### config.mk
export PLATFORM = sky130hd
export DESIGN_NAME = fold_frame_sequencer_flat
export DESIGN_NICKNAME = d
export VERILOG_FILES = /design/src/rtl/fold_frame_sequencer_if.sv /design/src/rtl/fold_frame_sequencer.sv /design/src/flat_wrapper.sv
export SDC_FILE = /design/constraint.sdc
export NUM_CORES = 2
export LEC_CHECK = 0
export CAP_MARGIN = 20
export CORE_AREA = 2 2 428 430
export DETAILED_ROUTE_END_ITERATION = 12
export DIE_AREA = 0 0 430 432
export PLACE_DENSITY = 0.45
export SLEW_MARGIN = 20
export SYNTH_ARGS = -nofsm -noshare
export SYNTH_HDL_FRONTEND = slang
export SYNTH_SLANG_ARGS = --single-unit
export TNS_END_PERCENT = 5
### constraint.sdc
create_clock -name clk -period 3.3 [get_ports clk]
set_input_delay 0.495 -clock clk [delete_from_list [all_inputs] [get_ports clk]]
set_output_delay 0.495 -clock clk [all_outputs]
set_load 0.01 [all_outputs]
### src/rtl/fold_frame_sequencer_if.sv
// Sample-in / result-out stream bundle of the fold frame sequencer.
// The slave modport is the sequencer side; the master modport is its environment.
interface fold_frame_sequencer_if #(
    parameter int RES = 16
);
    logic [RES-1:0] s_data;
    logic           s_valid;
    logic           s_ready;
    logic [RES-1:0] m_data;
    logic           m_valid;
    logic           m_ready;
    logic           m_last;

    modport master (
        output s_data, s_valid, m_ready,
        input  s_ready, m_data, m_valid, m_last
    );

    modport slave (
        input  s_data, s_valid, m_ready,
        output s_ready, m_data, m_valid, m_last
    );
endinterface

### src/rtl/fold_frame_sequencer.sv
// Frame sequencer for the fold-removal engine: fills ROWS+EXTRA-sample frames, pulses the
// engine, drains ROWS results. Optional idle-fill timeout flush under FOLD_SEQ_TIMEOUT_EN.
module fold_frame_sequencer #(
    parameter int ROWS        = 32,
    parameter int EXTRA       = 2,
    parameter int RES         = 16,
    parameter int PROC_CYCLES = 34
`ifdef FOLD_SEQ_TIMEOUT_EN
    ,
    parameter int TIMEOUT     = 1024
`endif
) (
    input  logic                        clk,
    input  logic                        reset,
    fold_frame_sequencer_if.slave       io,
    output logic [(ROWS+EXTRA)*RES-1:0] eng_frame,
    output logic                        eng_start,
    input  logic [ROWS*RES-1:0]         eng_result,
    output logic                        busy,
    output logic [15:0]                 frame_count,
    output logic                        timeout_flag
);
    localparam int SLOTS = ROWS + EXTRA;
    localparam int CW    = $clog2(SLOTS + 1);
    localparam int IW    = (ROWS > 1) ? $clog2(ROWS) : 1;
    localparam int WW    = (PROC_CYCLES > 1) ? $clog2(PROC_CYCLES) : 1;

    typedef enum logic [1:0] {FILL, START, WAIT, DRAIN} state_e;
    typedef logic [RES-1:0] sample_t;

    state_e        state_q, state_d;
    logic [CW-1:0] fill_cnt_q, fill_cnt_d;
    logic [IW-1:0] idx_q, idx_d;
    logic [WW-1:0] wait_q, wait_d;
    logic [15:0]   frame_count_q, frame_count_d;
    sample_t       frame_q [SLOTS];
    sample_t       frame_d [SLOTS];
    sample_t       res_q [ROWS];
    sample_t       res_d [ROWS];
    sample_t       res_sel;
    logic          accept;
    logic          last_out;

`ifdef FOLD_SEQ_TIMEOUT_EN
    localparam int TW = $clog2(TIMEOUT + 1);

    logic [TW-1:0] idle_q, idle_d;
    logic          carry_q, carry_d;
    logic          timeout_q, timeout_d;
    logic [CW-1:0] carry_cnt;
    sample_t       last_sample;
`endif

    assign accept   = io.s_valid && (state_q == FILL);
    assign last_out = (idx_q == IW'(ROWS - 1));

    // NOTE: every variable gets a default before the case, so no path can infer a latch.
    always_comb begin
        state_d       = state_q;
        fill_cnt_d    = fill_cnt_q;
        idx_d         = idx_q;
        wait_d        = wait_q;
        frame_count_d = frame_count_q;
        frame_d       = frame_q;
        res_d         = res_q;

        res_sel = '0;
        for (int k = 0; k < ROWS; k++) begin
            if (idx_q == IW'(k)) res_sel = res_q[k];
        end

        case (state_q)
            FILL: begin
                if (accept) begin
                    for (int k = 0; k < SLOTS; k++) begin
                        if (fill_cnt_q == CW'(k)) frame_d[k] = io.s_data;
                    end
                    fill_cnt_d = fill_cnt_q + 1'b1;
                    if (fill_cnt_q == CW'(SLOTS - 1)) state_d = START;
                end
            end
            START: begin
                wait_d  = WW'(PROC_CYCLES - 1);
                state_d = WAIT;
            end
            WAIT: begin
                if (wait_q == '0) begin
                    for (int k = 0; k < ROWS; k++) res_d[k] = eng_result[k*RES +: RES];
                    state_d = DRAIN;
                end else begin
                    wait_d = wait_q - 1'b1;
                end
            end
            DRAIN: begin
                if (io.m_ready) begin
                    if (last_out) begin
                        // Look-ahead tail becomes the head of the next frame.
                        for (int k = 0; k < EXTRA; k++) frame_d[k] = frame_q[ROWS + k];
                        fill_cnt_d    = CW'(EXTRA);
                        idx_d         = '0;
                        frame_count_d = frame_count_q + 16'd1;
                        state_d       = FILL;
                    end else begin
                        idx_d = idx_q + 1'b1;
                    end
                end
            end
            default: state_d = FILL;
        endcase

`ifdef FOLD_SEQ_TIMEOUT_EN
        carry_cnt   = carry_q ? CW'(EXTRA) : '0;
        last_sample = '0;
        for (int k = 0; k < SLOTS; k++) begin
            if (fill_cnt_q == CW'(k + 1)) last_sample = frame_q[k];
        end
        idle_d    = '0;
        carry_d   = carry_q;
        timeout_d = timeout_q;
        if (state_q == DRAIN && io.m_ready && last_out) carry_d = 1'b1;
        // Only frames holding at least one fresh sample can time out.
        if (state_q == FILL && !accept && fill_cnt_q > carry_cnt) begin
            if (idle_q == TW'(TIMEOUT - 1)) begin
                for (int k = 0; k < SLOTS; k++) begin
                    if (CW'(k) >= fill_cnt_q) frame_d[k] = last_sample;
                end
                fill_cnt_d = CW'(SLOTS);
                timeout_d  = 1'b1;
                state_d    = START;
            end else begin
                idle_d = idle_q + 1'b1;
            end
        end
`endif
    end

    // NOTE: the frame and result buffers are cleared on reset because eng_frame is visible.
    always_ff @(posedge clk) begin
        if (reset) begin
            state_q       <= FILL;
            fill_cnt_q    <= '0;
            idx_q         <= '0;
            wait_q        <= '0;
            frame_count_q <= '0;
            for (int k = 0; k < SLOTS; k++) frame_q[k] <= '0;
            for (int k = 0; k < ROWS; k++)  res_q[k]   <= '0;
        end else begin
            state_q       <= state_d;
            fill_cnt_q    <= fill_cnt_d;
            idx_q         <= idx_d;
            wait_q        <= wait_d;
            frame_count_q <= frame_count_d;
            frame_q       <= frame_d;
            res_q         <= res_d;
        end
    end

`ifdef FOLD_SEQ_TIMEOUT_EN
    always_ff @(posedge clk) begin
        if (reset) begin
            idle_q    <= '0;
            carry_q   <= 1'b0;
            timeout_q <= 1'b0;
        end else begin
            idle_q    <= idle_d;
            carry_q   <= carry_d;
            timeout_q <= timeout_d;
        end
    end

    assign timeout_flag = timeout_q;
`else
    assign timeout_flag = 1'b0;
`endif

    for (genvar k = 0; k < SLOTS; k++) begin : g_frame
        assign eng_frame[k*RES +: RES] = frame_q[k];
    end

    assign io.s_ready  = (state_q == FILL);
    assign io.m_valid  = (state_q == DRAIN);
    assign io.m_last   = (state_q == DRAIN) && last_out;
    assign io.m_data   = (state_q == DRAIN) ? res_sel : '0;
    assign eng_start   = (state_q == START);
    assign busy        = (state_q != FILL);
    assign frame_count = frame_count_q;
endmodule

### src/flat_wrapper.sv
// flat-port wrapper written by rule: the top's interface ports become plain ports
module fold_frame_sequencer_flat 
#(
    parameter int ROWS        = 32,
    parameter int EXTRA       = 2,
    parameter int RES         = 16,
    parameter int PROC_CYCLES = 34

)
  (clk, reset, eng_frame, eng_start, eng_result, busy, frame_count, timeout_flag, io_s_data, io_s_valid, io_m_ready, io_s_ready, io_m_data, io_m_valid, io_m_last);
  fold_frame_sequencer_if #(.RES(RES)) io_i ();
  input  logic clk;
  input  logic reset;
  output logic [(ROWS+EXTRA)*RES-1:0] eng_frame;
  output logic eng_start;
  input  logic [ROWS*RES-1:0] eng_result;
  output logic busy;
  output logic [15:0] frame_count;
  output logic timeout_flag;
  input wire logic [$bits(io_i.s_data)-1:0] io_s_data;
  input wire logic [$bits(io_i.s_valid)-1:0] io_s_valid;
  input wire logic [$bits(io_i.m_ready)-1:0] io_m_ready;
  output wire logic [$bits(io_i.s_ready)-1:0] io_s_ready;
  output wire logic [$bits(io_i.m_data)-1:0] io_m_data;
  output wire logic [$bits(io_i.m_valid)-1:0] io_m_valid;
  output wire logic [$bits(io_i.m_last)-1:0] io_m_last;
  assign io_i.s_data = io_s_data;
  assign io_i.s_valid = io_s_valid;
  assign io_i.m_ready = io_m_ready;
  assign io_s_ready = io_i.s_ready;
  assign io_m_data = io_i.m_data;
  assign io_m_valid = io_i.m_valid;
  assign io_m_last = io_i.m_last;
  fold_frame_sequencer #(.ROWS(ROWS), .EXTRA(EXTRA), .RES(RES), .PROC_CYCLES(PROC_CYCLES)) u_core (.clk(clk), .reset(reset), .io(io_i), .eng_frame(eng_frame), .eng_start(eng_start), .eng_result(eng_result), .busy(busy), .frame_count(frame_count), .timeout_flag(timeout_flag));
endmodule
==> out/results.txt <==
Crit path top cell by count -> buf_4
I/O Buffers -> 1112
largest net degree at the start of global routing -> 91
Adder-Cell Fraction of Synth Area -> 0.004448
placed insts -> 9625
Ports -> 1114
initial antenna violation count -> 31
Lkg Pwr -> 23.57 nW
power density cells -> 453.7 mW/mm^2
vias in the first global route -> 48610
Most used DFF post-synth -> dfxtp_1
Initial Utilization -> 0.2477
Synth Area in Simple Gates -> 0.2396
final clock skew -> 35.67 ps
Yosys cell types -> 91
Syn Area/Cell -> 7.469 sq um
FF+latch count, synth -> 1091
CP Class -> reg2out
routability cong. -> 0.9777
EDFF count, synth -> 0
maxcap violations -> 0
Clock transition at path regs -> 60 ps
Setup WS post-layout -> -946.0 ps
startpoint types -> flop
WL/cell -> 27.94 um
Post-synth top cells -> nand2_1, a21oi_1, dfxtp_1, clkbuf_1, nor2_1
most common cell in the netlist -> nand2_1
top-area cell type share of the netlist area -> 0.4852
Seq/Total Area, Yosys -> 0.4852
CTS root buf -> clkbuf_16
top post-synthesis cells by area -> dfxtp_1, nand2_1, a21oi_1
RSZ-0062 raised after global routing -> yes
Compound-Gate Fraction of Synth Area -> 0.2095
total via count in the routed design -> 49340
failing checks -> negative setup slack
initial drt markers -> 3555
max frequency -> 235.5 MHz
CTS Buf Count -> 131
Area Growth Syn to Fin -> 52.08%
worst hold slack -> 141.6 ps
layout cell share with drive strength beyond 1 -> 0.1440
row count -> 157
final WL -> 277000 um
Setup TNS -> -13890 ps
die width -> 430 um
final setup violation count -> 16
global-route wire length before repair -> 379500 um
drc violations -> 0
HP Class -> in2reg
worst-path maximum fanout -> 20
CTS Buffer Depth -> 3
Die Area -> 0.1858 sq mm
Final Hold Fails -> 0
Syn. warnings -> 0
Max VDD drop -> 0.4836 mV
critical path's largest stage delay -> 390 ps
post-route insts no fill -> 9912
area leader, netlist -> dfxtp_1
htree depth -> 4
clock sink count -> 1091
Crit-path slowest cell -> o31a_1
number of vias per cell -> 4.978
DP Wirelength -> 213900 um
clock latency on the worst-skew pair -> 820 ps
gr ovfl total -> 0
multiplexer share of the synthesized area -> 0.004225
CP Data Required Time -> 2800 ps
Total GRT Usage -> 0.2866
CP arrival -> 3750 ps
core area -> 0.1817 sq mm
min cycle time layout -> 4246 ps
combinational family with the most area after synthesis -> simple AND/OR/NAND/NOR gates
Slew @ Worst Pin -> 1021 ps
Net count, final -> 7956
Post-Syn Area -> 0.04501 sq mm
Mapped Nets -> 6574
DR pass1 iterations -> 5
CTS tree -> done
Post-Synth XOR/XNOR Area -> 0.004281
Synth async-reset ratio -> 0
cell count after synthesis -> 6026
Slew Limit Fails -> 0
crit path cell chain -> buf_4, ha_4, and3_4, ha_4, buf_6, o31a_1, nor4_2, buf_4, nand2_2, a41o_4, a21oi_4, buf_6, buf_4
Rel. slew slack -> 0.3196
die height -> 432 um
status -> finished, violations left
Worst Setup End Kind -> output port
final worst-path cycle share -> 1.287
CTS Hold Buffers Added -> 0
post-route ant nets -> 0
cells in the final DEF (no fill, tap or decap), drive strengths merged, types with 55 or more instances in the layout:
master | Yosys | final
a211oi | 56 | 56
clkdlybuf4s50 | 0 | 1077
nor2 | 201 | 201
a21oi | 1160 | 1160
dfxtp | 1091 | 1091
o21ai | 142 | 142
buf | 203 | 694
clkbuf | 326 | 200
nand2 | 2166 | 2166
a22oi | 55 | 55
cell families (layout without fill, tap and decap cells):
| kind of cell | count (synthesis) | in the layout |
|---|---|---|
| buf+inv | 557 | 2040 |
| fa+ha+maj | 16 | 16 |
| mux | 19 | 19 |
| flops | 1091 | 1091 |
| xor+xnor | 22 | 22 |
| simple gates | 2652 | 2652 |
| compound gates | 1668 | 1668 |
| other cells | 1 | 19 |
stage by stage:
| stage | util | total power (W) | setup WS [ps] | cell area, sq um |
|---|---|---|---|---|
| 6_report | 0.3767 | 0.03106 | -946.0 | 68450 |
| 5_1_grt | 0.3767 | 0.03209 | -1011 | 68440 |
| 4_1_cts | 0.3749 | 0.03144 | -1017 | 68110 |
| 3_5_place_dp | 0.3432 | 0.01657 | -1276 | 62360 |
| 3_3_place_gp | 0.3432 | 0.01655 | -1699 | 62360 |
| 2_1_floorplan | - | 0.01475 | 15.26 | 45070 |
report_power, final:
group / switching, W / internal, W / total [W]
sequential: 0.000166 / 0.0134 / 0.0136
combinational: 0.00151 / 0.00120 / 0.00271
clock: 0.00626 / 0.00855 / 0.0148
flip-flops by register name, indices dropped and copies added, names as in the netlist:
name and cells:
u_core.idx_q 5, u_core.fill_cnt_q 6, u_core.frame_count 16, u_core.wait_q 6
u_core.eng_frame 544, u_core.state_q 2, u_core.res_q 512
layout make-up:
type	instances	area [sq um]
clock buffer	199	3897
timing repair buffer	1778	17110
fill	19100	113300
inverter	28	107.6
tap	2385	2984
multi-input combinational	4378	21980
sequential	1091	21850
antenna	18	45.04
clock inverter	35	474.2
worst max-delay path: cells and delay by family (launching register included):
kind	cells	cell delay [ps]
compound gates	3	910
buf+inv	5	740
simple gates	3	590
fa+ha+maj	2	370
flops	1	320
routing by layer:
metal  vias up  GRT usage  routed length, um
met1     24060     0.3112             103000
met3       524    0.07004              18160
met5         -          0                 23
met2      1687     0.4987             136000
met4         4     0.1823              19770
li1      23060          -                  -
repair_timing:
item,in CTS,in global routing
gates cloned,1,1
pin swaps,67,27
setup buffers,23,13
setup endpoints to repair,18,17
gates resized for setup,320,35
hold endpoints to repair,0,0
final timing paths:
check	startpoint	end	slack, ps	cells past startpoint
setup / recovery	u_core.idx_q[0]$_SDFFE_PP0P_	io_m_data[10]	-950	13
hold / removal	reset	u_core.eng_frame[162]$_SDFFE_PP0P_	140	2
setup reg to reg	u_core.state_q[0]$_SDFFE_PP0P_	u_core.eng_frame[262]$_SDFFE_PP0P_	290	10
hold reg to reg	u_core.eng_frame[420]$_SDFFE_PP0P_	u_core.eng_frame[420]$_SDFFE_PP0P_	450	2
No activity file was read; power rests on OpenSTA's default activity.
